**src/rtl/boot_pkg.sv**
```systemverilog
// rtl/boot_pkg.sv - shared state encoding and hold-counter sizing for the imem boot loader
package boot_pkg;

    typedef enum logic [1:0] {
        ST_LOAD = 2'd0,
        ST_HOLD = 2'd1,
        ST_RUN  = 2'd2,
        ST_ERR  = 2'd3
    } boot_state_t;

    localparam int HOLD_W           = 8;
    localparam int RST_HOLD_DEFAULT = 4;

endpackage

```
**src/rtl/boot_checksum.sv**
```systemverilog
// rtl/boot_checksum.sv - 32-bit wrap-around accumulator of program words with compare against a trailer beat
module boot_checksum #(
    parameter int DATA_W = 32
) (
    input  logic              clk,
    input  logic              rst,
    input  logic              clear,
    input  logic              acc,
    input  logic [DATA_W-1:0] data,
    input  logic [DATA_W-1:0] check,
    output logic              match
);

    logic [31:0] sum;

    always_ff @(posedge clk) begin
        if (rst || clear) begin
            sum <= '0;
        end else if (acc) begin
            sum <= sum + 32'(data);
        end
    end

    assign match = (sum == 32'(check));

endmodule

```
**src/rtl/imem_boot_loader.sv**
```systemverilog
// rtl/imem_boot_loader.sv - streams a program image into imem and holds the core in reset until loaded; BOOT_CHECKSUM_EN adds a trailer checksum
module imem_boot_loader
    import boot_pkg::*;
#(
    parameter int ADDR_W   = 8,
    parameter int DATA_W   = 32,
    parameter int RST_HOLD = RST_HOLD_DEFAULT
) (
    input  logic              clk,
    input  logic              rst,
    input  logic              s_valid,
    output logic              s_ready,
    input  logic [DATA_W-1:0] s_data,
    input  logic              s_last,
    input  logic              reload,
    output logic              imem_we,
    output logic [ADDR_W-1:0] imem_addr,
    output logic [DATA_W-1:0] imem_wdata,
    output logic              core_rst,
    output logic              done,
    output logic              err,
    output logic [ADDR_W:0]   word_count
);

    localparam logic [ADDR_W:0]   DEPTH_CNT = {1'b1, {ADDR_W{1'b0}}};
    localparam logic [ADDR_W:0]   WC_ONE    = 1;
    localparam logic [HOLD_W-1:0] HOLD_ONE  = 1;
    localparam logic [HOLD_W-1:0] HOLD_LAST = HOLD_W'(RST_HOLD - 1);

    boot_state_t       state;
    logic [HOLD_W-1:0] hold_cnt;
    logic              transfer;
    logic              write_beat;
    logic              overflow;

    assign transfer = s_valid && s_ready;
    assign overflow = (word_count == DEPTH_CNT);

`ifdef BOOT_CHECKSUM_EN
    // The s_last beat carries the checksum of the preceding words and is never written.
    logic cks_match;
    logic reload_take;

    assign write_beat  = transfer && !s_last;
    assign reload_take = reload && (state == ST_RUN || state == ST_ERR);

    boot_checksum #(
        .DATA_W(DATA_W)
    ) u_checksum (
        .clk  (clk),
        .rst  (rst),
        .clear(reload_take),
        .acc  (write_beat && !overflow),
        .data (s_data),
        .check(s_data),
        .match(cks_match)
    );
`else
    assign write_beat = transfer;
`endif

    always_ff @(posedge clk) begin
        if (rst) begin
            state      <= ST_LOAD;
            s_ready    <= 1'b0;
            imem_we    <= 1'b0;
            imem_addr  <= '0;
            imem_wdata <= '0;
            core_rst   <= 1'b1;
            done       <= 1'b0;
            err        <= 1'b0;
            word_count <= '0;
            hold_cnt   <= '0;
        end else begin
            imem_we <= 1'b0;
            case (state)
                ST_LOAD: begin
                    s_ready <= 1'b1;
                    if (write_beat && overflow) begin
                        state   <= ST_ERR;
                        s_ready <= 1'b0;
                        err     <= 1'b1;
                    end else if (transfer) begin
                        if (write_beat) begin
                            imem_we    <= 1'b1;
                            imem_addr  <= word_count[ADDR_W-1:0];
                            imem_wdata <= s_data;
                            word_count <= word_count + WC_ONE;
                        end
                        if (s_last) begin
                            s_ready  <= 1'b0;
                            hold_cnt <= '0;
`ifdef BOOT_CHECKSUM_EN
                            if (cks_match) begin
                                state <= ST_HOLD;
                            end else begin
                                state <= ST_ERR;
                                err   <= 1'b1;
                            end
`else
                            state <= ST_HOLD;
`endif
                        end
                    end
                end
                ST_HOLD: begin
                    // HOLD lasts exactly RST_HOLD cycles, the first being the final write.
                    if (hold_cnt == HOLD_LAST) begin
                        state    <= ST_RUN;
                        core_rst <= 1'b0;
                        done     <= 1'b1;
                    end else begin
                        hold_cnt <= hold_cnt + HOLD_ONE;
                    end
                end
                ST_RUN, ST_ERR: begin
                    if (reload) begin
                        state      <= ST_LOAD;
                        s_ready    <= 1'b1;
                        core_rst   <= 1'b1;
                        done       <= 1'b0;
                        err        <= 1'b0;
                        word_count <= '0;
                        imem_addr  <= '0;
                    end
                end
                default: begin
                    state <= ST_LOAD;
                end
            endcase
        end
    end

endmodule

```
**config.mk**
```make
export PLATFORM = sky130hd
export DESIGN_NAME = imem_boot_loader
export DESIGN_NICKNAME = d
export VERILOG_FILES = /design/src/rtl/boot_pkg.sv /design/src/rtl/boot_checksum.sv /design/src/rtl/imem_boot_loader.sv
export SDC_FILE = /design/constraint.sdc
export NUM_CORES = 1
export LEC_CHECK = 0
export BUFFER_PORTS_ARGS = -buffer_cell sky130_fd_sc_hd__buf_4
export CAP_MARGIN = 20
export CORE_ASPECT_RATIO = 1.5
export CORE_MARGIN = 5
export CORE_UTILIZATION = 45
export CTS_CLUSTER_SIZE = 24
export DETAILED_ROUTE_END_ITERATION = 8
export PLACE_DENSITY = 0.77
export SETUP_SLACK_MARGIN = 0.3
export SYNTH_ARGS = -nofsm -noshare
export SYNTH_HDL_FRONTEND = slang
export SYNTH_SLANG_ARGS = --single-unit
```
**constraint.sdc**
```tcl
create_clock -name clk -period 3.43 [get_ports clk]
set_input_delay 0.343 -clock clk [delete_from_list [all_inputs] [get_ports clk]]
set_output_delay 0.343 -clock clk [all_outputs]
set_load 0.02 [all_outputs]
```
# Word level (Yosys, flattened, before mapping)

Index checks and enable logic that the tools add are counted.
Widths: inputs -> output; s select.

Register bits: 64
Bits of input ports: 37
Output and inout bits: 54
Logic and storage cells: 75

Add/sub/neg operators: 2
Equality and inequality tests: 14
Muxes and demuxes: 32
Bitwise gates (word level): 2
Reduce and logical (&&, ||, !) cells: 15

Operator list:

| operator            | number |
|---|---|
| $mux 8              | 7 |
| $pmux 8 s2          | 2 |
| $mux 9              | 3 |
| $pmux 9 s2          | 1 |
| $ne 2x2->1 const B  | 7 |
| $mux 2              | 5 |
| $add 9x1->9 const B | 1 |
| $eq 9x9->1 const B  | 1 |
| $mux 1              | 9 |
| $reduce_and 3->1    | 3 |
| $add 8x1->8 const B | 1 |
| $eq 8x2->1 const B  | 1 |
| $pmux 1 s2          | 4 |
| $reduce_and 4->1    | 2 |
| $ne 3x3->1 const B  | 2 |
| $pmux 2 s3          | 1 |
| $reduce_bool 2->1   | 3 |
| $reduce_and 5->1    | 1 |
| $eq 2x2->1 const B  | 2 |
| $reduce_or 3->1     | 1 |
| $eq 2x1->1 const B  | 1 |
| $logic_and 1x1->1   | 2 |
| $logic_not 2->1     | 1 |
| $not 1->1           | 2 |
| other kinds (2)     | 2 |

# Longest topological paths before layout

Gate-level depths: netlist of run 1.

Word-level depth: 4
Depth in mapped cells: 8
Depth with buffers taken out: 6

# Least setup slack after synthesis of run 1

OpenSTA, ideal clock, no wires.

Path type: flip-flop to flip-flop
From: register word_count[0]
To: register imem_wdata[0]
Library setup time: 0.132 ns
Data arrival time: 1.854 ns
Data required time: 3.298 ns
Path slack: 1.443 ns
Stages on the path, launching flop included: 9
Path buffers: 2
Period minus slack after synthesis: 1.987 ns
Path through: dfxtp_1 > inv_1 > ha_1 > or4b_4 > o21a_4 > buf_6 > clkbuf_1 > nand2_1 > a21oi_1

Word-level cells in the longest chain between the ends: 4

Ends and longest elaborated chain:

| element                    | line                   | text |
|---|---|---|
| from (decl)                | imem_boot_loader.sv:22 | `output logic [ADDR_W:0] word_count` |
| from (signal assigned)     | imem_boot_loader.sv:88 | `word_count <= word_count + WC_ONE;` |
| $eq 9x9->1                 | imem_boot_loader.sv:37 | `assign overflow = (word_count == DEPTH_CNT);` |
| $logic_and 1x1->1          | imem_boot_loader.sv:79 | `if (write_beat && overflow) begin` |
| $not 1->1 (no line)        | --                     |  |
| $reduce_and 3->1 (no line) | --                     |  |
| to (signal assigned)       | imem_boot_loader.sv:87 | `imem_wdata <= s_data;` |
| to (decl)                  | imem_boot_loader.sv:18 | `output logic [DATA_W-1:0] imem_wdata,` |

Every way passes these cells.
A chain may end at the register's enable or synchronous reset.

# Worst setup path after layout of run 1

From: register word_count[0]
To: register imem_addr[1]

Word-level cells in the longest chain between the ends: 4

Ends and longest elaborated chain:

| element                    | line                   | text |
|---|---|---|
| $eq 9x9->1                 | imem_boot_loader.sv:37 |  |
| $logic_and 1x1->1          | imem_boot_loader.sv:79 |  |
| $ne 2x2->1 (no line)       | --                     |  |
| $reduce_and 4->1 (no line) | --                     |  |
| to (signal assigned)       | imem_boot_loader.sv:86 | `imem_addr <= word_count[ADDR_W-1:0];` |
| to (decl)                  | imem_boot_loader.sv:17 | `output logic [ADDR_W-1:0] imem_addr,` |

Every way passes these cells.

==> qor.txt, run 1 <==
most common cell after layout, fill and taps aside: buf_4
worst hold path type: input port to flip-flop
first-pass GRT wire length: 10.8 mm
type of origin of the critical path: flip-flop
crit path buf inv count: 2
synth warn: 0
Reg-to-Reg End: imem_addr[1]$_SDFFE_PP0P_
final core occ: 61.3%
DRT iter0 DRCs: 100
Async S/R FF share, synth: 0%
Max stage delay on crit path: 0.50 ns
Critical Path, Cell by Cell: inv_1 -> ha_1 -> or4b_4 -> o21ai_4 -> buf_4 -> nand3_1 -> a21oi_1
Layout Nets: 433
slowest library cell on the worst path: or4b_4
total power: 1.72 mW
R2R setup slack: 1.22 ns
combinational cell fraction of total power: 13.4%
r2r startpoint: word_count[0]$_SDFFE_PP0P_
CP Data Required Time: 3.68 ns
Clock power frac: 40.4%
switch share: 24.6%
Fin. Hold Viols: 0
clock latency on the worst-skew pair: 0.33 ns
wire length per cell: 14.2 um
die height: 103 um
cell leakage power: 1.41 nW
EDFF count, synth: 0
Cell variety after synth: 48
antenna diode count: 0
period utilization: 64.4%
ANT nets after route: 0
Mapped Cells: 309
postcts setup bufs: 0
Pre-Repair DR Iteration Count: 4
DR vias: 2,452
Max-Slew Margin vs Limit: 61.9%
Area growth syn-to-layout: 34.8%
RSZ-0062 raised after global routing: false
crit-path leading delay family: simple AND/OR/NAND/NOR gates
total number of H-tree levels: 3
post-synthesis sequential area ratio: 49.1%
P per Cell Area: 490 mW/mm^2
Peak VDD IR: 0.388 mV
most frequent cells in the layout: buf_4, nand2_1, dfxtp_1
CP Depth: 7
drt via density: 5.22
Post-DP HPWL: 4.77 mm
Congestion Overflow GR: 0
f_max: 452 MHz
Int Pwr: 1.30 mW
P_sw: 0.423 mW
# hold bufs at CTS: 0
Initial Util: 45.4%
Worst Setup SP: word_count[0]$_SDFFE_PP0P_
remaining routing DRC violations: 0
Sink Count: 64
final setup vio count: 0
Final Max Slew Viols: 0
top_reg_cell synth: dfxtp_1
ratio of cells with drive above 1 in the final layout: 28.4%
total track usage: 18.4%
number of buffers created by CTS: 9
vias in the first global route: 2,298
Max-Cap Viols: 0
Clk pin slew, worst setup/hold paths: 0.07 ns
Ports: 91
Worst Skew: 0.00551 ns
initial antenna violation count: 0
worst hold slack: 0.257 ns
sequential share of power: 46.2%
Synth Cell Area: 0.00261 sq mm
post_cts resized: 0
I/O Buffers: 90
WS Path Type: flip-flop to flip-flop
Max FO, Critical Path: 37
Critical Path Sink: imem_addr[1]$_SDFFE_PP0P_
largest net degree at the start of global routing: 56
CTS root buffer: clkbuf_8
Clock Path Buffers: 2
Synthesized Nets: 349
Worst Max-Slew Pin Slew: 0.571 ns
nature of the critical path endpoint: flip-flop
site row count: 34
TritonCTS clock tree: built
Core Footprint: 0.00574 sq mm
final wirelength: 6.69 mm
Die X: 72.2 um
Sum Neg Setup Slack: 0 ns
status: completed
FF+latch count, synth: 64
R2R depth: 7
die area: 0.00745 sq mm
Final Instance Area: 0.00352 sq mm
placed inst area: 0.00330 sq mm
Mean Syn Cell Area: 8.45 sq um
FILL cells: 548
RD Place Congestion: 0.873
crit path DAT: 2.46 ns
Period minus WS final: 2.21 ns
cell type report:
| cell class | count | area (sq um) | share of cell area, % |
|---|---|---|---|
| inverter | 6 | 22.5 | 0.640 |
| sequential | 64 | 1280 | 36.4 |
| clock inverter | 3 | 65.1 | 1.85 |
| clock buffer | 13 | 149 | 4.23 |
| timing repair buffer | 92 | 691 | 19.6 |
| tap | 72 | 90.1 | 2.56 |
| multi-input combinational | 220 | 1220 | 34.7 |
flip-flops by register name, indices dropped and copies added (netlist names):
signal / cells
core_rst: 1
s_ready: 1
word_count: 9
imem_addr: 8
done: 1
state: 2
imem_we: 1
imem_wdata: 32
err: 1
hold_cnt: 8
tightest hold or removal path: cells and delay by family:
kind                   cells  cell delay, ns
AND/OR/NAND/NOR            1            0.04
AO/OA/AOI/OAI              1            0.05
buffers and inverters      1            0.11
routing by layer:
layer  share of wire, %  up-vias  routed length, um  track usage [%]
li1                   -     1240                  -                -
met1                 38     1127               2510             20.4
met4                1.6        0                107             7.24
met5                  0        -                  0                0
met2                 53       74               3560             31.7
met3                7.6       11                508             6.77
metrics by stage:
stage,cells,setup slack [ns]
2_1_floorplan,309,1.44
3_3_place_gp,454,1.33
3_5_place_dp,454,1.27
4_1_cts,470,1.21
5_1_grt,470,1.10
6_report,470,1.22
power groups by stage:
stage / registers [mW] / logic, mW / clock network [mW]
after floorplan: 0.841 / 0.107 / 0
after global placement: 0.811 / 0.232 / 0
after detailed placement: 0.812 / 0.234 / 0
after CTS: 0.796 / 0.235 / 0.710
after global routing: 0.800 / 0.255 / 0.745
final: 0.796 / 0.231 / 0.697
Yosys cell counts, types with 2 or more instances:
library cell	instances	area, sq um
and2_1	2	12.5
nand4_1	2	12.5
and4_1	2	17.5
or4b_4	2	27.5
dfxtp_1	64	1280
or3_1	3	18.8
xnor2_1	2	17.5
clkbuf_1	11	41.3
ha_1	3	37.5
nand3_1	17	85.1
nor3_1	6	30.0
nand2_1	81	304
nand2b_1	2	12.5
inv_1	6	22.5
buf_2	5	25.0
xor2_1	3	26.3
a31oi_1	3	18.8
a21oi_1	47	235
and3_1	2	12.5
o211ai_1	3	22.5
nor2_1	7	26.3
buf_6	2	22.5
o21ai_0	5	25.0
o2bb2ai_1	5	43.8
worst min-delay path by stage:
stage                           startpoint                     endpoint  slack [ns]  cells after the start
2_1_floorplan     hold_cnt[0]$_SDFFE_PP0P_     hold_cnt[0]$_SDFFE_PP0P_        0.46                      1
3_5_place_dp   imem_wdata[12]$_SDFFE_PP0P_  imem_wdata[12]$_SDFFE_PP0P_        0.45                      2
4_1_cts                         s_data[27]  imem_wdata[27]$_SDFFE_PP0P_        0.25                      3
5_1_grt                         s_data[27]  imem_wdata[27]$_SDFFE_PP0P_        0.25                      3
3_3_place_gp   imem_wdata[14]$_SDFFE_PP0P_  imem_wdata[14]$_SDFFE_PP0P_        0.44                      2
6_report                        s_data[10]  imem_wdata[10]$_SDFFE_PP0P_        0.26                      3
logic make-up after synthesis:
group,synth area share (%)
AO/OA/AOI/OAI,20.1
XOR/XNOR,1.68
adder cells (fa/ha/maj),1.44
buffers and inverters,4.41
flip-flops,49.1
multiplexers,0.431
AND/OR/NAND/NOR,22.9
No activity file was read; power rests on OpenSTA's default activity.
==> inputs of run 2 (changes only) <==
==> constraint.sdc (replaced) <==
create_clock -name clk -period 2.2 [get_ports clk]
set_input_delay 0.22 -clock clk [delete_from_list [all_inputs] [get_ports clk]]
set_output_delay 0.22 -clock clk [all_outputs]
set_load 0.02 [all_outputs]
==> qor.txt, run 2 (synthesis results as in run 1) <==
Congestion Overflow GR: 0 (unchanged)
Max-Cap Viols: 0 (unchanged)
pre-CTS WS: 0.218 ns (was 1.27 ns)
most common cell after layout, fill and taps aside: buf_4 (unchanged)
Period minus WS final: 1.90 ns (was 2.21 ns)
Max-Slew Margin vs Limit: 65.6% (was 61.9%)
antenna diode count: 0 (unchanged)
Sum Neg Setup Slack: 0 ns (unchanged)
WS Path Type: flip-flop to flip-flop (unchanged)
Max FO, Critical Path: 8 (was 37)
crit-path leading delay family: compound AO/OA/AOI/OAI gates (was simple AND/OR/NAND/NOR gates)
CTS root buffer: clkbuf_8 (unchanged)
Worst Max-Slew Pin Slew: 0.515 ns (was 0.571 ns)
total number of H-tree levels: 3 (unchanged)
final setup vio count: 0 (unchanged)
total track usage: 18.7% (was 18.4%)
drt via density: 5.32 (was 5.22)
Layout Nets: 448 (was 433)
Core Footprint: 0.00574 sq mm (unchanged)
Largest register FFs: 32 (unchanged)
Clock Path Buffers: 2 (unchanged)
worst hold path type: input port to flip-flop (unchanged)
vias in the first global route: 2,374 (was 2,298)
nature of the critical path endpoint: flip-flop (unchanged)
P per Cell Area: 695 mW/mm^2 (was 490 mW/mm^2)
Post-DP HPWL: 4.97 mm (was 4.77 mm)
largest registers: imem_wdata: 32 flops, word_count: 9 flops (unchanged)
Pre-Repair DR Iteration Count: 4 (unchanged)
number of buffers created by CTS: 9 (unchanged)
CP Data Required Time: 2.46 ns (was 3.68 ns)
Max stage delay on crit path: 0.51 ns (was 0.50 ns)
hold depth: 3 (unchanged)
clock latency on the worst-skew pair: 0.33 ns (about the same)
CP Depth: 6 (was 7)
worst setup margin: 0.297 ns (was 1.22 ns)
ratio of cells with drive above 1 in the final layout: 33.3% (was 28.4%)
Worst Skew: 0.00617 ns (was 0.00551 ns)
Ports: 91 (unchanged)
DR vias: 2,575 (was 2,452)
Clk pin slew, worst setup/hold paths: 0.07 ns (about the same)
type of origin of the critical path: flip-flop (unchanged)
final wirelength: 7.19 mm (was 6.69 mm)
Area growth syn-to-layout: 40.3% (was 34.8%)
remaining routing DRC violations: 0 (unchanged)
f_max: 526 MHz (was 452 MHz)
Reg-to-Reg End: hold_cnt[5]$_SDFFE_PP0P_ (was imem_addr[1]$_SDFFE_PP0P_)
Critical Path, Cell by Cell: inv_4 -> ha_4 -> or4b_4 -> o21a_4 -> a211oi_4 -> o2bb2ai_1 (was inv_1 -> ha_1 -> or4b_4 -> o21ai_4 -> buf_4 -> nand3_1 -> a21oi_1)
ANT nets after route: 0 (unchanged)
RD Place Congestion: 0.856 (was 0.873)
crit path DAT: 2.17 ns (was 2.46 ns)
R2R setup slack: 0.30 ns (was 1.22 ns)
site row count: 34 (unchanged)
I/O Buffers: 90 (unchanged)
Final Max Slew Viols: 0 (unchanged)
HP Start: s_data[25] (was s_data[10])
Die X: 72.2 um (unchanged)
die height: 103 um (unchanged)
status: completed (unchanged)
RSZ-0062 raised after global routing: true (was false)
crit path buf inv count: 1 (was 2)
TritonCTS clock tree: built (unchanged)
period utilization: 86.5% (was 64.4%)
largest register by flop count: imem_wdata (unchanged)
initial antenna violation count: 0 (unchanged)
cell leakage power: 1.48 nW (was 1.41 nW)
die area: 0.00745 sq mm (unchanged)
Sink Count: 64 (unchanged)
Fin. Hold Viols: 0 (unchanged)
most frequent cells in the layout: buf_4, nand2_1, dfxtp_1 (unchanged)
slowest library cell on the worst path: or4b_4 (unchanged)
largest net degree at the start of global routing: 40 (was 56)
r2r startpoint: word_count[0]$_SDFFE_PP0P_ (unchanged)
Peak VDD IR: 0.475 mV (was 0.388 mV)
DRT iter0 DRCs: 113 (was 100)
Hold EP: imem_wdata[25]$_SDFFE_PP0P_ (was imem_wdata[10]$_SDFFE_PP0P_)
first-pass GRT wire length: 10.9 mm (was 10.8 mm)
R2R depth: 6 (was 7)
wire length per cell: 14.9 um (was 14.2 um)
Initial Util: 45.4% (unchanged)
==> run 2: what timing repair did <==
item,4_1_cts,5_1_grt
gates resized for setup,1,12
pin swaps,3,7
setup endpoints to repair,25,30
setup buffers,2,7
cloned,1,0
hold buffers,0,0
==> run 2: per-layer routing <==
metal / up-vias / global-route usage [%] / wire (um)
met4: 0 / 8.10 / 97
met5: - / 0 / 0
li1: 1268 / - / -
met1: 1219 / 20.9 / 2750
met2: 76 / 32.7 / 3890
met3: 12 / 5.80 / 452
==> run 2: through the flow <==
| step | utilization, % | hold slack, ns | instances | power (mW) | area (sq um) |
|---|---|---|---|---|---|
| after detailed placement | 58.5 | 0.448 | 459 | 1.65 | 3360 |
| final | 63.7 | 0.130 | 484 | 2.55 | 3660 |
| after global routing | 63.7 | 0.117 | 484 | 2.66 | 3660 |
| after floorplan | - | 0.356 | 309 | 1.48 | 2610 |
| after global placement | 58.5 | 0.440 | 459 | 1.64 | 3360 |
| after CTS | 61.9 | 0.113 | 477 | 2.54 | 3560 |
==> run 2: how the worst max path moves through the flow <==
stage / from / to
after detailed placement: word_count[0]$_SDFFE_PP0P_ / hold_cnt[6]$_SDFFE_PP0P_
after global routing: word_count[1]$_SDFFE_PP0P_ / hold_cnt[4]$_SDFFE_PP0P_
after CTS: hold_cnt[3]$_SDFFE_PP0P_ / hold_cnt[6]$_SDFFE_PP0P_
after floorplan: word_count[2]$_SDFFE_PP0P_ / word_count[0]$_SDFFE_PP0P_
final: word_count[0]$_SDFFE_PP0P_ / hold_cnt[5]$_SDFFE_PP0P_
after global placement: word_count[0]$_SDFFE_PP0P_ / hold_cnt[3]$_SDFFE_PP0P_
==> run 2: cell type report <==
class	count	area, sq um
Clock buffer	12	155
Tap cell	72	90.1
Multi-Input combinational cell	221	1270
Sequential cell	64	1290
Timing Repair Buffer	106	816
Fill cell	504	2080
Clock inverter	3	17.5
Inverter	6	27.5
==> run 2: power by group <==
part | leakage [nW] | internal [mW] | switching, mW
logic | 0.874 | 0.192 | 0.234
registers | 0.521 | 1.21 | 0.0304
clock network | 0.0882 | 0.460 | 0.421
total | 1.48 | 1.86 | 0.685
==> run 2: worst reg2reg max path: cells and delay by family, from the launching register on <==
| family | cells | cell delay (ns) |
|---|---|---|
| AO/OA/AOI/OAI | 3 | 0.79 |
| adder cells (fa/ha/maj) | 1 | 0.11 |
| buffers and inverters | 1 | 0.07 |
| flip-flops | 1 | 0.36 |
| AND/OR/NAND/NOR | 1 | 0.51 |
==> inputs of run 3 (changes only) <==
--- a/config.mk
+++ b/config.mk
@@ -13,6 +13,7 @@
 export CTS_CLUSTER_SIZE = 24
 export DETAILED_ROUTE_END_ITERATION = 8
 export PLACE_DENSITY = 0.77
+export RECOVER_POWER = 50
 export SETUP_SLACK_MARGIN = 0.3
 export SYNTH_ARGS = -nofsm -noshare
 export SYNTH_HDL_FRONTEND = slang
==> qor.txt, run 3 (synthesis results as in run 1) <==
status: completed (unchanged)
CP Data Required Time: 2.46 ns (about the same)
clock latency on the worst-skew pair: 0.34 ns (was 0.33 ns)
site row count: 34 (unchanged)
largest register by flop count: imem_wdata (unchanged)
hold depth: 3 (unchanged)
Sum Neg Setup Slack: 0 ns (unchanged)
Congestion Overflow GR: 0 (unchanged)
cell leakage power: 1.27 nW (was 1.48 nW)
most common cell after layout, fill and taps aside: nand2_1 (was buf_4)
slowest library cell on the worst path: or4b_4 (unchanged)
total number of H-tree levels: 3 (unchanged)
drt via density: 5.35 (was 5.32)
type of origin of the critical path: flip-flop (unchanged)
Sink Count: 64 (unchanged)
antenna diode count: 0 (unchanged)
Hold EP: imem_wdata[25]$_SDFFE_PP0P_ (unchanged)
Period minus WS final: 1.93 ns (was 1.90 ns)
Max stage delay on crit path: 0.51 ns (about the same)
remaining routing DRC violations: 0 (unchanged)
worst hold path type: input port to flip-flop (unchanged)
wire length per cell: 14.8 um (was 14.9 um)
Largest register FFs: 32 (unchanged)
DR vias: 2,588 (was 2,575)
Max-Cap Viols: 0 (unchanged)
placed inst area: 0.00336 sq mm (unchanged)
Layout Nets: 448 (unchanged)
RSZ-0062 raised after global routing: true (unchanged)
Peak VDD IR: 0.473 mV (was 0.475 mV)
HP Start: s_data[25] (unchanged)
final setup vio count: 0 (unchanged)
Max FO, Critical Path: 8 (unchanged)
Final Instance Area: 0.00345 sq mm (was 0.00366 sq mm)
Worst Skew: 0.00799 ns (was 0.00617 ns)
Max-Slew Margin vs Limit: 65.1% (was 65.6%)
crit path DAT: 2.20 ns (was 2.17 ns)
first-pass GRT wire length: 10.9 mm (unchanged)
Final Max Slew Viols: 0 (unchanged)
Clock Path Buffers: 2 (unchanged)
Area growth syn-to-layout: 32.4% (was 40.3%)
vias in the first global route: 2,374 (unchanged)
CTS root buffer: clkbuf_8 (unchanged)
WS Path Type: flip-flop to flip-flop (unchanged)
P per Cell Area: 728 mW/mm^2 (was 695 mW/mm^2)
Critical Path, Cell by Cell: inv_4 -> ha_4 -> or4b_4 -> o21a_4 -> a211oi_4 -> o2bb2ai_1 (unchanged)
die height: 103 um (unchanged)
TritonCTS clock tree: built (unchanged)
Pre-Repair DR Iteration Count: 5 (was 4)
Clk pin slew, worst setup/hold paths: 0.07 ns (about the same)
Core Footprint: 0.00574 sq mm (unchanged)
Reg-to-Reg End: hold_cnt[5]$_SDFFE_PP0P_ (unchanged)
largest registers: imem_wdata: 32 flops, word_count: 9 flops (unchanged)
Worst Max-Slew Pin Slew: 0.522 ns (was 0.515 ns)
final wirelength: 7.18 mm (was 7.19 mm)
period utilization: 87.9% (was 86.5%)
total track usage: 18.7% (unchanged)
most frequent cells in the layout: nand2_1, dfxtp_1, clkbuf_1 (was buf_4, nand2_1, dfxtp_1)
ratio of cells with drive above 1 in the final layout: 19.9% (was 33.3%)
f_max: 517 MHz (was 526 MHz)
final core occ: 60.2% (was 63.7%)
die area: 0.00745 sq mm (unchanged)
initial antenna violation count: 0 (unchanged)
Fin. Hold Viols: 0 (unchanged)
I/O Buffers: 90 (unchanged)
largest net degree at the start of global routing: 40 (unchanged)
crit-path leading delay family: compound AO/OA/AOI/OAI gates (unchanged)
DRT iter0 DRCs: 106 (was 113)
Initial Util: 45.4% (unchanged)
crit path buf inv count: 1 (unchanged)
Post-DP HPWL: 4.97 mm (unchanged)
r2r startpoint: word_count[1]$_SDFFE_PP0P_ (was word_count[0]$_SDFFE_PP0P_)
Ports: 91 (unchanged)
RD Place Congestion: 0.856 (unchanged)
Die X: 72.2 um (unchanged)
R2R depth: 6 (unchanged)
R2R setup slack: 0.27 ns (was 0.30 ns)
number of buffers created by CTS: 9 (unchanged)
ANT nets after route: 0 (unchanged)
nature of the critical path endpoint: flip-flop (unchanged)
-- run 3: cell count changes in the layout (fill, tap and decap cells not counted), sizes merged --
| cell | before | now |
|---|---|---|
| buf | 106 | 54 |
| clkbuf | 12 | 64 |
-- run 3: area by class of cell --
cell class                 instances  area (sq um)
sequential                        64          1280
multi-input combinational        221          1260
clock inverter                     3          17.5
timing repair buffer             106           621
clock buffer                      12           155
inverter                           6          27.5
fill                             558          2290
tap                               72          90.1
-- run 3: what timing repair did --
action | in CTS | in global routing
endpoints found under the setup margin | 25 | 30
buffers inserted | 2 | 7
pin swaps | 3 | 7
endpoints found under the hold margin | 0 | 0
hold buffers | 0 | 0
gates cloned | 1 | 0
gates resized for setup | 1 | 12
-- run 3: worst max path at each step --
stage                                     from                          to  slack, ns  depth (start not counted)
floorplan           word_count[2]$_SDFFE_PP0P_  word_count[0]$_SDFFE_PP0P_       0.32                          6
detailed placement  word_count[0]$_SDFFE_PP0P_    hold_cnt[6]$_SDFFE_PP0P_       0.22                          6
CTS                   hold_cnt[3]$_SDFFE_PP0P_    hold_cnt[6]$_SDFFE_PP0P_       0.31                          4
global placement    word_count[0]$_SDFFE_PP0P_    hold_cnt[3]$_SDFFE_PP0P_       0.30                          6
global route        word_count[1]$_SDFFE_PP0P_    hold_cnt[4]$_SDFFE_PP0P_       0.19                          6
finish              word_count[1]$_SDFFE_PP0P_    hold_cnt[5]$_SDFFE_PP0P_       0.27                          6
-- run 3: worst min-delay path, stage by stage --
cell	delay, ns
buf_4	0.11
nand2_1	0.04
a21oi_1	0.05
-- run 3: layer usage --
metal | vias up | GRT usage, % | part of all wire [%]
met1 | 1225 | 20.9 | 39
li1 | 1272 | - | -
met4 | 0 | 8.10 | 1.5
met3 | 15 | 5.80 | 6.2
met5 | - | 0 | 0
met2 | 76 | 32.7 | 54
-- run 3: report_power, final --
part / switching, mW / internal, mW / leakage [nW]
Clock: 0.423 / 0.460 / 0.0882
Sequential: 0.0295 / 1.21 / 0.520
Combinational: 0.235 / 0.161 / 0.658
Total: 0.687 / 1.83 / 1.27
-- run 3: per-stage QoR --
step	cells	setup WS, ns	power [mW]	hold WS [ns]
finish	484	0.266	2.51	0.128
CTS	477	0.314	2.54	0.113
global placement	459	0.298	1.64	0.440
global route	484	0.193	2.62	0.117
floorplan	309	0.325	1.48	0.356
detailed placement	459	0.218	1.65	0.448
